==> config.mk <==
export PLATFORM = sky130hd
export DESIGN_NAME = imm_encoder_flat
export DESIGN_NICKNAME = d
export VERILOG_FILES = /design/src/rtl/imm_encoder_if.sv /design/src/rtl/imm_encoder.sv /design/src/flat_wrapper.sv
export SDC_FILE = /design/constraint.sdc
export NUM_CORES = 1
export LEC_CHECK = 0
export CELL_PAD_IN_SITES_DETAIL_PLACEMENT = 2
export CELL_PAD_IN_SITES_GLOBAL_PLACEMENT = 2
export CORE_ASPECT_RATIO = 0.5
export CORE_MARGIN = 5
export CORE_UTILIZATION = 29
export DETAILED_ROUTE_END_ITERATION = 10
export PLACE_DENSITY_LB_ADDON = 0.1
export RECOVER_POWER = 50
export SKIP_CTS_REPAIR_TIMING = 1
export SYNTH_ARGS = -nofsm -noshare
export SYNTH_HDL_FRONTEND = slang
export SYNTH_SLANG_ARGS = --single-unit
==> constraint.sdc <==
create_clock -name clk -period 2.2 [get_ports clk]
set_input_delay 0.33 -clock clk [delete_from_list [all_inputs] [get_ports clk]]
set_output_delay 0.33 -clock clk [all_outputs]
set_load 0.01 [all_outputs]
==> src/rtl/imm_encoder_if.sv <==
// Request/response stream bundle for the immediate encoder.
// master drives requests and out_ready; slave is the encoder itself.
interface imm_encoder_if;
  logic        in_valid;
  logic        in_ready;
  logic [2:0]  in_kind;
  logic [6:0]  in_opcode;
  logic [2:0]  in_funct3;
  logic [4:0]  in_rd;
  logic [4:0]  in_rs1;
  logic [4:0]  in_rs2;
  logic [31:0] in_imm;
  logic        out_valid;
  logic        out_ready;
  logic [31:0] out_instr;
  logic        out_err;
  logic        out_last;

  modport master (
    output in_valid, in_kind, in_opcode, in_funct3, in_rd, in_rs1, in_rs2, in_imm,
    output out_ready,
    input  in_ready, out_valid, out_instr, out_err, out_last
  );

  modport slave (
    input  in_valid, in_kind, in_opcode, in_funct3, in_rd, in_rs1, in_rs2, in_imm,
    input  out_ready,
    output in_ready, out_valid, out_instr, out_err, out_last
  );
endinterface

==> src/rtl/imm_encoder.sv <==
// Packs an immediate plus register/opcode fields into an RV32 instruction
// word, range-checking the immediate. LI expands into LUI+ADDI when both
// halves are non-zero, emitted as two beats on the output stream.
module imm_encoder (
  input logic          clk,
  input logic          rst_n,
  imm_encoder_if.slave bus
);

  localparam logic [2:0] KIND_I  = 3'b000;
  localparam logic [2:0] KIND_S  = 3'b001;
  localparam logic [2:0] KIND_B  = 3'b010;
  localparam logic [2:0] KIND_J  = 3'b011;
  localparam logic [2:0] KIND_U  = 3'b100;
  localparam logic [2:0] KIND_LI = 3'b101;

  typedef enum logic {ONE, TWO} state_t;

  state_t      state;
  logic        out_valid_q;
  logic [31:0] out_instr_q;
  logic        out_err_q;
  logic        out_last_q;
  logic [31:0] pend_instr;

  logic [31:0] imm;
  logic [4:0]  rd;
  logic [4:0]  rs1;
  logic [4:0]  rs2;
  logic [2:0]  f3;
  logic [6:0]  op;

  logic        fits12;
  logic        fits13;
  logic        fits20;
  logic        fits21;
  logic [19:0] li_hi;
  logic [11:0] li_lo;
  logic [31:0] li_lui;

  logic [31:0] enc_instr;
  logic        enc_err;
  logic        enc_last;
  logic        enc_two;
  logic [31:0] enc_second;
  logic        accept;

  assign imm = bus.in_imm;
  assign rd  = bus.in_rd;
  assign rs1 = bus.in_rs1;
  assign rs2 = bus.in_rs2;
  assign f3  = bus.in_funct3;
  assign op  = bus.in_opcode;

  // An immediate fits N bits signed when every bit above the sign bit copies it.
  assign fits12 = (imm[31:11] == {21{imm[11]}});
  assign fits13 = (imm[31:12] == {20{imm[12]}});
  assign fits20 = (imm[31:19] == {13{imm[19]}});
  assign fits21 = (imm[31:20] == {12{imm[20]}});

  // Adding 0x800 before taking bits [31:12] carries into the upper field
  // exactly when imm[11] is set, which compensates ADDI's sign extension.
  assign li_hi  = imm[31:12] + {19'd0, imm[11]};
  assign li_lo  = imm[11:0];
  assign li_lui = {li_hi, rd, 7'h37};

  assign accept       = bus.in_valid && bus.in_ready;
  assign bus.in_ready = (state == ONE) && (!out_valid_q || bus.out_ready);

  assign bus.out_valid = out_valid_q;
  assign bus.out_instr = out_instr_q;
  assign bus.out_err   = out_err_q;
  assign bus.out_last  = out_last_q;

  // Encode the presented request into its first beat and, for a split LI, the held second beat.
  always_comb begin
    enc_instr  = 32'd0;
    enc_err    = 1'b0;
    enc_last   = 1'b1;
    enc_two    = 1'b0;
    enc_second = 32'd0;
    case (bus.in_kind)
      KIND_I: begin
        if (fits12) enc_instr = {imm[11:0], rs1, f3, rd, op};
        else        enc_err   = 1'b1;
      end
      KIND_S: begin
        if (fits12) enc_instr = {imm[11:5], rs2, rs1, f3, imm[4:0], op};
        else        enc_err   = 1'b1;
      end
      KIND_B: begin
        if (fits13 && !imm[0]) enc_instr = {imm[12], imm[10:5], rs2, rs1, f3, imm[4:1], imm[11], op};
        else                   enc_err   = 1'b1;
      end
      KIND_J: begin
        if (fits21 && !imm[0]) enc_instr = {imm[20], imm[10:1], imm[11], imm[19:12], rd, op};
        else                   enc_err   = 1'b1;
      end
      KIND_U: begin
        if (fits20) enc_instr = {imm[19:0], rd, op};
        else        enc_err   = 1'b1;
      end
      KIND_LI: begin
        if (li_hi == 20'd0) begin
          enc_instr = {li_lo, 5'd0, 3'b000, rd, 7'h13};
        end else if (li_lo == 12'd0) begin
          enc_instr = li_lui;
        end else begin
          enc_instr  = li_lui;
          enc_last   = 1'b0;
          enc_two    = 1'b1;
          enc_second = {li_lo, rd, 3'b000, rd, 7'h13};
        end
      end
      default: enc_err = 1'b1;
    endcase
  end

  // Output register and beat sequencing: load on accept, swap in the held ADDI once the LUI drains.
  always_ff @(posedge clk or negedge rst_n) begin
    if (!rst_n) begin
      state       <= ONE;
      out_valid_q <= 1'b0;
      out_instr_q <= 32'd0;
      out_err_q   <= 1'b0;
      out_last_q  <= 1'b0;
      pend_instr  <= 32'd0;
    end else if (accept) begin
      out_valid_q <= 1'b1;
      out_instr_q <= enc_instr;
      out_err_q   <= enc_err;
      out_last_q  <= enc_last;
      pend_instr  <= enc_second;
      state       <= enc_two ? TWO : ONE;
    end else if (state == TWO && bus.out_ready) begin
      out_instr_q <= pend_instr;
      out_last_q  <= 1'b1;
      state       <= ONE;
    end else if (bus.out_ready) begin
      out_valid_q <= 1'b0;
    end
  end

endmodule

==> src/flat_wrapper.sv <==
// flat-port wrapper written by rule: the top's interface ports become plain ports
module imm_encoder_flat 
  (clk, rst_n, bus_in_valid, bus_in_kind, bus_in_opcode, bus_in_funct3, bus_in_rd, bus_in_rs1, bus_in_rs2, bus_in_imm, bus_out_ready, bus_in_ready, bus_out_valid, bus_out_instr, bus_out_err, bus_out_last);
  imm_encoder_if bus_i ();
  input logic clk;
  input logic rst_n;
  input wire logic [$bits(bus_i.in_valid)-1:0] bus_in_valid;
  input wire logic [$bits(bus_i.in_kind)-1:0] bus_in_kind;
  input wire logic [$bits(bus_i.in_opcode)-1:0] bus_in_opcode;
  input wire logic [$bits(bus_i.in_funct3)-1:0] bus_in_funct3;
  input wire logic [$bits(bus_i.in_rd)-1:0] bus_in_rd;
  input wire logic [$bits(bus_i.in_rs1)-1:0] bus_in_rs1;
  input wire logic [$bits(bus_i.in_rs2)-1:0] bus_in_rs2;
  input wire logic [$bits(bus_i.in_imm)-1:0] bus_in_imm;
  input wire logic [$bits(bus_i.out_ready)-1:0] bus_out_ready;
  output wire logic [$bits(bus_i.in_ready)-1:0] bus_in_ready;
  output wire logic [$bits(bus_i.out_valid)-1:0] bus_out_valid;
  output wire logic [$bits(bus_i.out_instr)-1:0] bus_out_instr;
  output wire logic [$bits(bus_i.out_err)-1:0] bus_out_err;
  output wire logic [$bits(bus_i.out_last)-1:0] bus_out_last;
  assign bus_i.in_valid = bus_in_valid;
  assign bus_i.in_kind = bus_in_kind;
  assign bus_i.in_opcode = bus_in_opcode;
  assign bus_i.in_funct3 = bus_in_funct3;
  assign bus_i.in_rd = bus_in_rd;
  assign bus_i.in_rs1 = bus_in_rs1;
  assign bus_i.in_rs2 = bus_in_rs2;
  assign bus_i.in_imm = bus_in_imm;
  assign bus_i.out_ready = bus_out_ready;
  assign bus_in_ready = bus_i.in_ready;
  assign bus_out_valid = bus_i.out_valid;
  assign bus_out_instr = bus_i.out_instr;
  assign bus_out_err = bus_i.out_err;
  assign bus_out_last = bus_i.out_last;
  imm_encoder u_core (.clk(clk), .rst_n(rst_n), .bus(bus_i));
endmodule
==> reports/results.md <==
| Stage | Quantity | Value |
|:---|:---|:---|
| outcome | Run status | complete, but fails checks |
| outcome | Failing checks | negative setup slack |
| power and ir drop | Design internal power | 0.00207 W |
| min path | Min-delay worst type | in -> async |
| synthesis | Portion of the post-synthesis area used by sequential elements | 35.4% |
| synthesis | Synth Flop Type | sky130_fd_sc_hd__dfrtp_1 |
| synthesis | Area fraction of the dominant cell type after synthesis | 35.4% |
| timing | Worst setup skew after layout | 0.0101 ns |
| synthesis | Summed instance area of the synthesized netlist | 3810 um^2 |
| drt | Routed via count | 5030 |
| setup path | Reg-to-reg slack, setup | -0.20 ns |
| timing | Total setup violations reported at the end of the flow | 53 |
| timing | Final Hold Fails | 0 |
| drt | Number of routed nets with antenna violations | 0 |
| finish | Storage cell area | 1350 um^2 |
| synthesis | Post-synthesis area per instance | 8.52 um^2 |
| finish | Fill cell total of the finished layout | 1335 |
| finish | Proportion of layout cells with a drive suffix above 1 | 38.2% |
| global route | Wire length of the first global-routing pass | 29.6 mm |
| drt | Final WL | 24.2 mm |
| setup path | Data arrival time at the worst-slack endpoint | 2.92 ns |
| finish | Non-filler cells, final | 846 |
| power and ir drop | Relative contribution of sequential cells to total power | 36.7% |
| global route | Tot GR Track Use | 24.2% |
| floorplanning | Die W | 172 um |
| floorplanning | Starting density of the core | 29.9% |
| timing | RSZ-0062 raised after global routing | yes |
| job | Max-Cap Viols | 0 |
| synthesis | Synth unique cells | 67 |
| synthesis | Synth Instances | 448 |
| timing | Max-slew violations | 0 |
| finish | Antenna diode count | 0 |
| global route | Antenna violations before repair | 1 |
| clocking | Clock latency at the later pin of the worst-skew pair | 0.31 ns |
| drt | Vias per cell | 5.95 |
| timing | Slew of the pin with the lowest slew margin | 1.44 ns |
| power and ir drop | Worst VDD drop | 0.000313 V |
| power and ir drop | Clock network fraction of total power | 28.1% |
| clocking | Root cell of the clock tree | sky130_fd_sc_hd__clkbuf_16 |
| power and ir drop | Switch share | 33.8% |
| timing | Max Clock Freq | 364 MHz |
| floorplanning | Number of primary I/O pins | 100 |
| timing | Min Tclk post-route | 2.75 ns |
| placement | Final RePlAce weighted congestion | 0.884 |
| placement | Total half-perimeter wirelength after legalization and detailed placement | 15.7 mm |
| drt | Routed wirelength normalized by instance count | 28.6 um |
| clocking | Clk sink count | 54 |
| synthesis | Number of flip-flops and latches in the synthesized netlist | 54 |
| setup path | Source of the critical timing path | bus_in_imm[11] |
| timing | Relative slew slack | 4.20% |
| finish | Multi-input logic area | 2610 um^2 |
| synthesis | Synth warnings | 0 |
| synthesis | Cell types occupying the most area after synthesis | sky130_fd_sc_hd__dfrtp_1, sky130_fd_sc_hd__nand2_1, sky130_fd_sc_hd__a21oi_1 |
| placement | Cells after DPL | 819 |
| timing | Hold Slack | 0.343 ns |
| drt | Number of detailed-routing iterations run before antenna repair | 7 |
| finish | Area grow syn2layout | 75.7% |
| setup path | Worst setup path category | in -> reg |
| floorplanning | Core Rows | 29 |
| placement | Number of port buffers | 99 |
| clocking | Clk buf depth | 2 |
| setup path | Startpoint Class | primary input |
| drt | Iter 0 DRT Violations | 321 |
| floorplanning | Vertical die dimension | 91.1 um |
| synthesis | Net count after synthesis | 516 |
| clocking | Clock-pin slew of the registers on the worst-case setup and hold paths | 0.08 ns |
| setup path | Data required time at the worst endpoint | 2.37 ns |
| timing | Setup WS post-layout | -0.551 ns |
| clocking | CTS tree | yes |
| global route | Number of global-route vias before repair | 5084 |
| synthesis | Share of synthesized flip-flops with an asynchronous set or reset | 100% |
| finish | Net count, final | 743 |
| power and ir drop | Power per cell area | 467 nW/um^2 |
| floorplanning | Floorplan core area | 12800 um^2 |
| setup path | Critical-path maximum fanout | 6 |
| timing | Post-route fraction of the period consumed by the critical path | 125% |
| synthesis | Count of flip-flops with a built-in enable after synthesis | 0 |
| timing | Sum of negative setup slack | -20.41 ns |
| power and ir drop | Leak pwr | 2.88 nW |
| setup path | Crit. End Element | flop |
| clocking | Inserted Clock Buffers | 5 |
| synthesis | Cell type with the highest aggregate area in the netlist | sky130_fd_sc_hd__dfrtp_1 |
| global route | Total gr overflow | 0 |
| power and ir drop | Portion of total power attributed to combinational logic | 35.2% |
| floorplanning | Die area | 15700 um^2 |
| clocking | Deepest level of the CTS H-tree | 2 |
| setup path | Worst R2R Start | u_core.bus.out_valid$_DFFE_PN0P_ |
| power and ir drop | Switching power total | 0.00106 W |
| drt | Number of design rule violations left after detail routing | 0 |
| global route | Largest net degree at the start of global routing | 33 |
## cells by family (layout without fill, tap and decap cells)
| logic type | after synthesis | after routing | share of synthesized area, % |
|---|---|---|---|
| AO/OA/AOI/OAI | 152 | 152 | 27.9 |
| multiplexers | 4 | 4 | 1.08 |
| adder cells (fa/ha/maj) | 4 | 4 | 1.31 |
| flip-flops | 54 | 54 | 35.4 |
| AND/OR/NAND/NOR | 167 | 167 | 23.7 |
| XOR/XNOR | 21 | 21 | 4.82 |
| buffers and inverters | 46 | 274 | 5.67 |
## metal layers
layer  wire (um)  vias to the layer above  track usage [%]
met5          13                        -                0
met4         719                        2             4.84
met3        1570                       63             2.91
met2       11600                      241             40.6
met1       10300                     2576             33.7
li1            -                     2148                -
## state kept, by name, summed over array words and instances (netlist names)
| register | flops |
|---|---|
| u_core.bus.out_instr | 32 |
| u_core.bus.out_err | 1 |
| u_core.state | 1 |
| u_core.pend_instr | 18 |
| u_core.bus.out_last | 1 |
| u_core.bus.out_valid | 1 |
## worst max-delay path, stage by stage
cell,delay (ns)
sky130_fd_sc_hd__buf_8,0.09
sky130_fd_sc_hd__ha_4,0.15
sky130_fd_sc_hd__buf_4,0.12
sky130_fd_sc_hd__nand4_4,0.11
sky130_fd_sc_hd__or3_4,0.45
sky130_fd_sc_hd__o31ai_4,0.23
sky130_fd_sc_hd__nand4_1,0.17
sky130_fd_sc_hd__or4b_4,0.63
sky130_fd_sc_hd__and2_4,0.22
sky130_fd_sc_hd__a221oi_2,0.30
sky130_fd_sc_hd__a22oi_1,0.11
## layout make-up
type	count	share of cell area (%)
multi-input combinational	348	39.0
timing repair buffer	257	34.8
sequential	54	20.2
tap	170	3.17
clock buffer	6	2.07
inverter	9	0.560
clock inverter	2	0.243
## cell usage after synthesis, drive strengths merged, types with 7 or more instances
cell type and instances:
a22o 17, dfrtp 54, buf 16, xnor2 12
nor4 11, nand3 20, inv 8, nand4 8
o21ai 33, nand2 43, and2 7, xor2 9
a221oi 12, a31oi 7, nor2 32, nor3 19
a22oi 13, clkbuf 21, a21oi 32
## per-stage QoR
stage          power, W  cell area, um^2  setup WS, ns  util (%)
2_1_floorplan   0.00153             3950        -0.361         -
3_3_place_gp    0.00211             6070         -1.16      47.5
3_5_place_dp    0.00215             6070         -1.22      47.5
4_1_cts         0.00300             6220        -0.918      48.7
5_1_grt         0.00324             6700        -0.676      52.5
6_report        0.00313             6700        -0.551      52.5
## final timing paths
check | endpoint | cells after the start
worst max-delay path | u_core.bus.out_instr[20]$_DFFE_PN0P_ | 11
worst min-delay path | u_core.bus.out_instr[3]$_DFFE_PN0P_ | 1
worst max register to register | u_core.bus.out_instr[20]$_DFFE_PN0P_ | 7
worst min register to register | u_core.pend_instr[19]$_DFFE_PN0P_ | 1
max in group asynchronous | u_core.bus.out_instr[24]$_DFFE_PN0P_ | 2
min in group clk | u_core.pend_instr[19]$_DFFE_PN0P_ | 1
## power groups by stage
stage | clock network [W] | registers [W] | logic (W)
floorplan | 0 | 0.00119 | 0.000338
global placement | 0 | 0.00116 | 0.000957
detailed placement | 0 | 0.00116 | 0.000986
CTS | 0.000866 | 0.00114 | 0.000992
global route | 0.000926 | 0.00116 | 0.00116
finish | 0.000879 | 0.00115 | 0.00110
## placed cells by master, fill, tap and decap left out, types with 16 or more instances in the layout
| cell | instances |
|---|---|
| sky130_fd_sc_hd__nor2_1 | 29 |
| sky130_fd_sc_hd__o21ai_0 | 23 |
| sky130_fd_sc_hd__dfrtp_1 | 54 |
| sky130_fd_sc_hd__a21oi_1 | 19 |
| sky130_fd_sc_hd__buf_4 | 133 |
| sky130_fd_sc_hd__buf_6 | 18 |
| sky130_fd_sc_hd__a22o_1 | 16 |
| sky130_fd_sc_hd__nand2_1 | 40 |
| sky130_fd_sc_hd__clkdlybuf4s50_1 | 77 |
No activity file was read; power rests on OpenSTA's default activity.
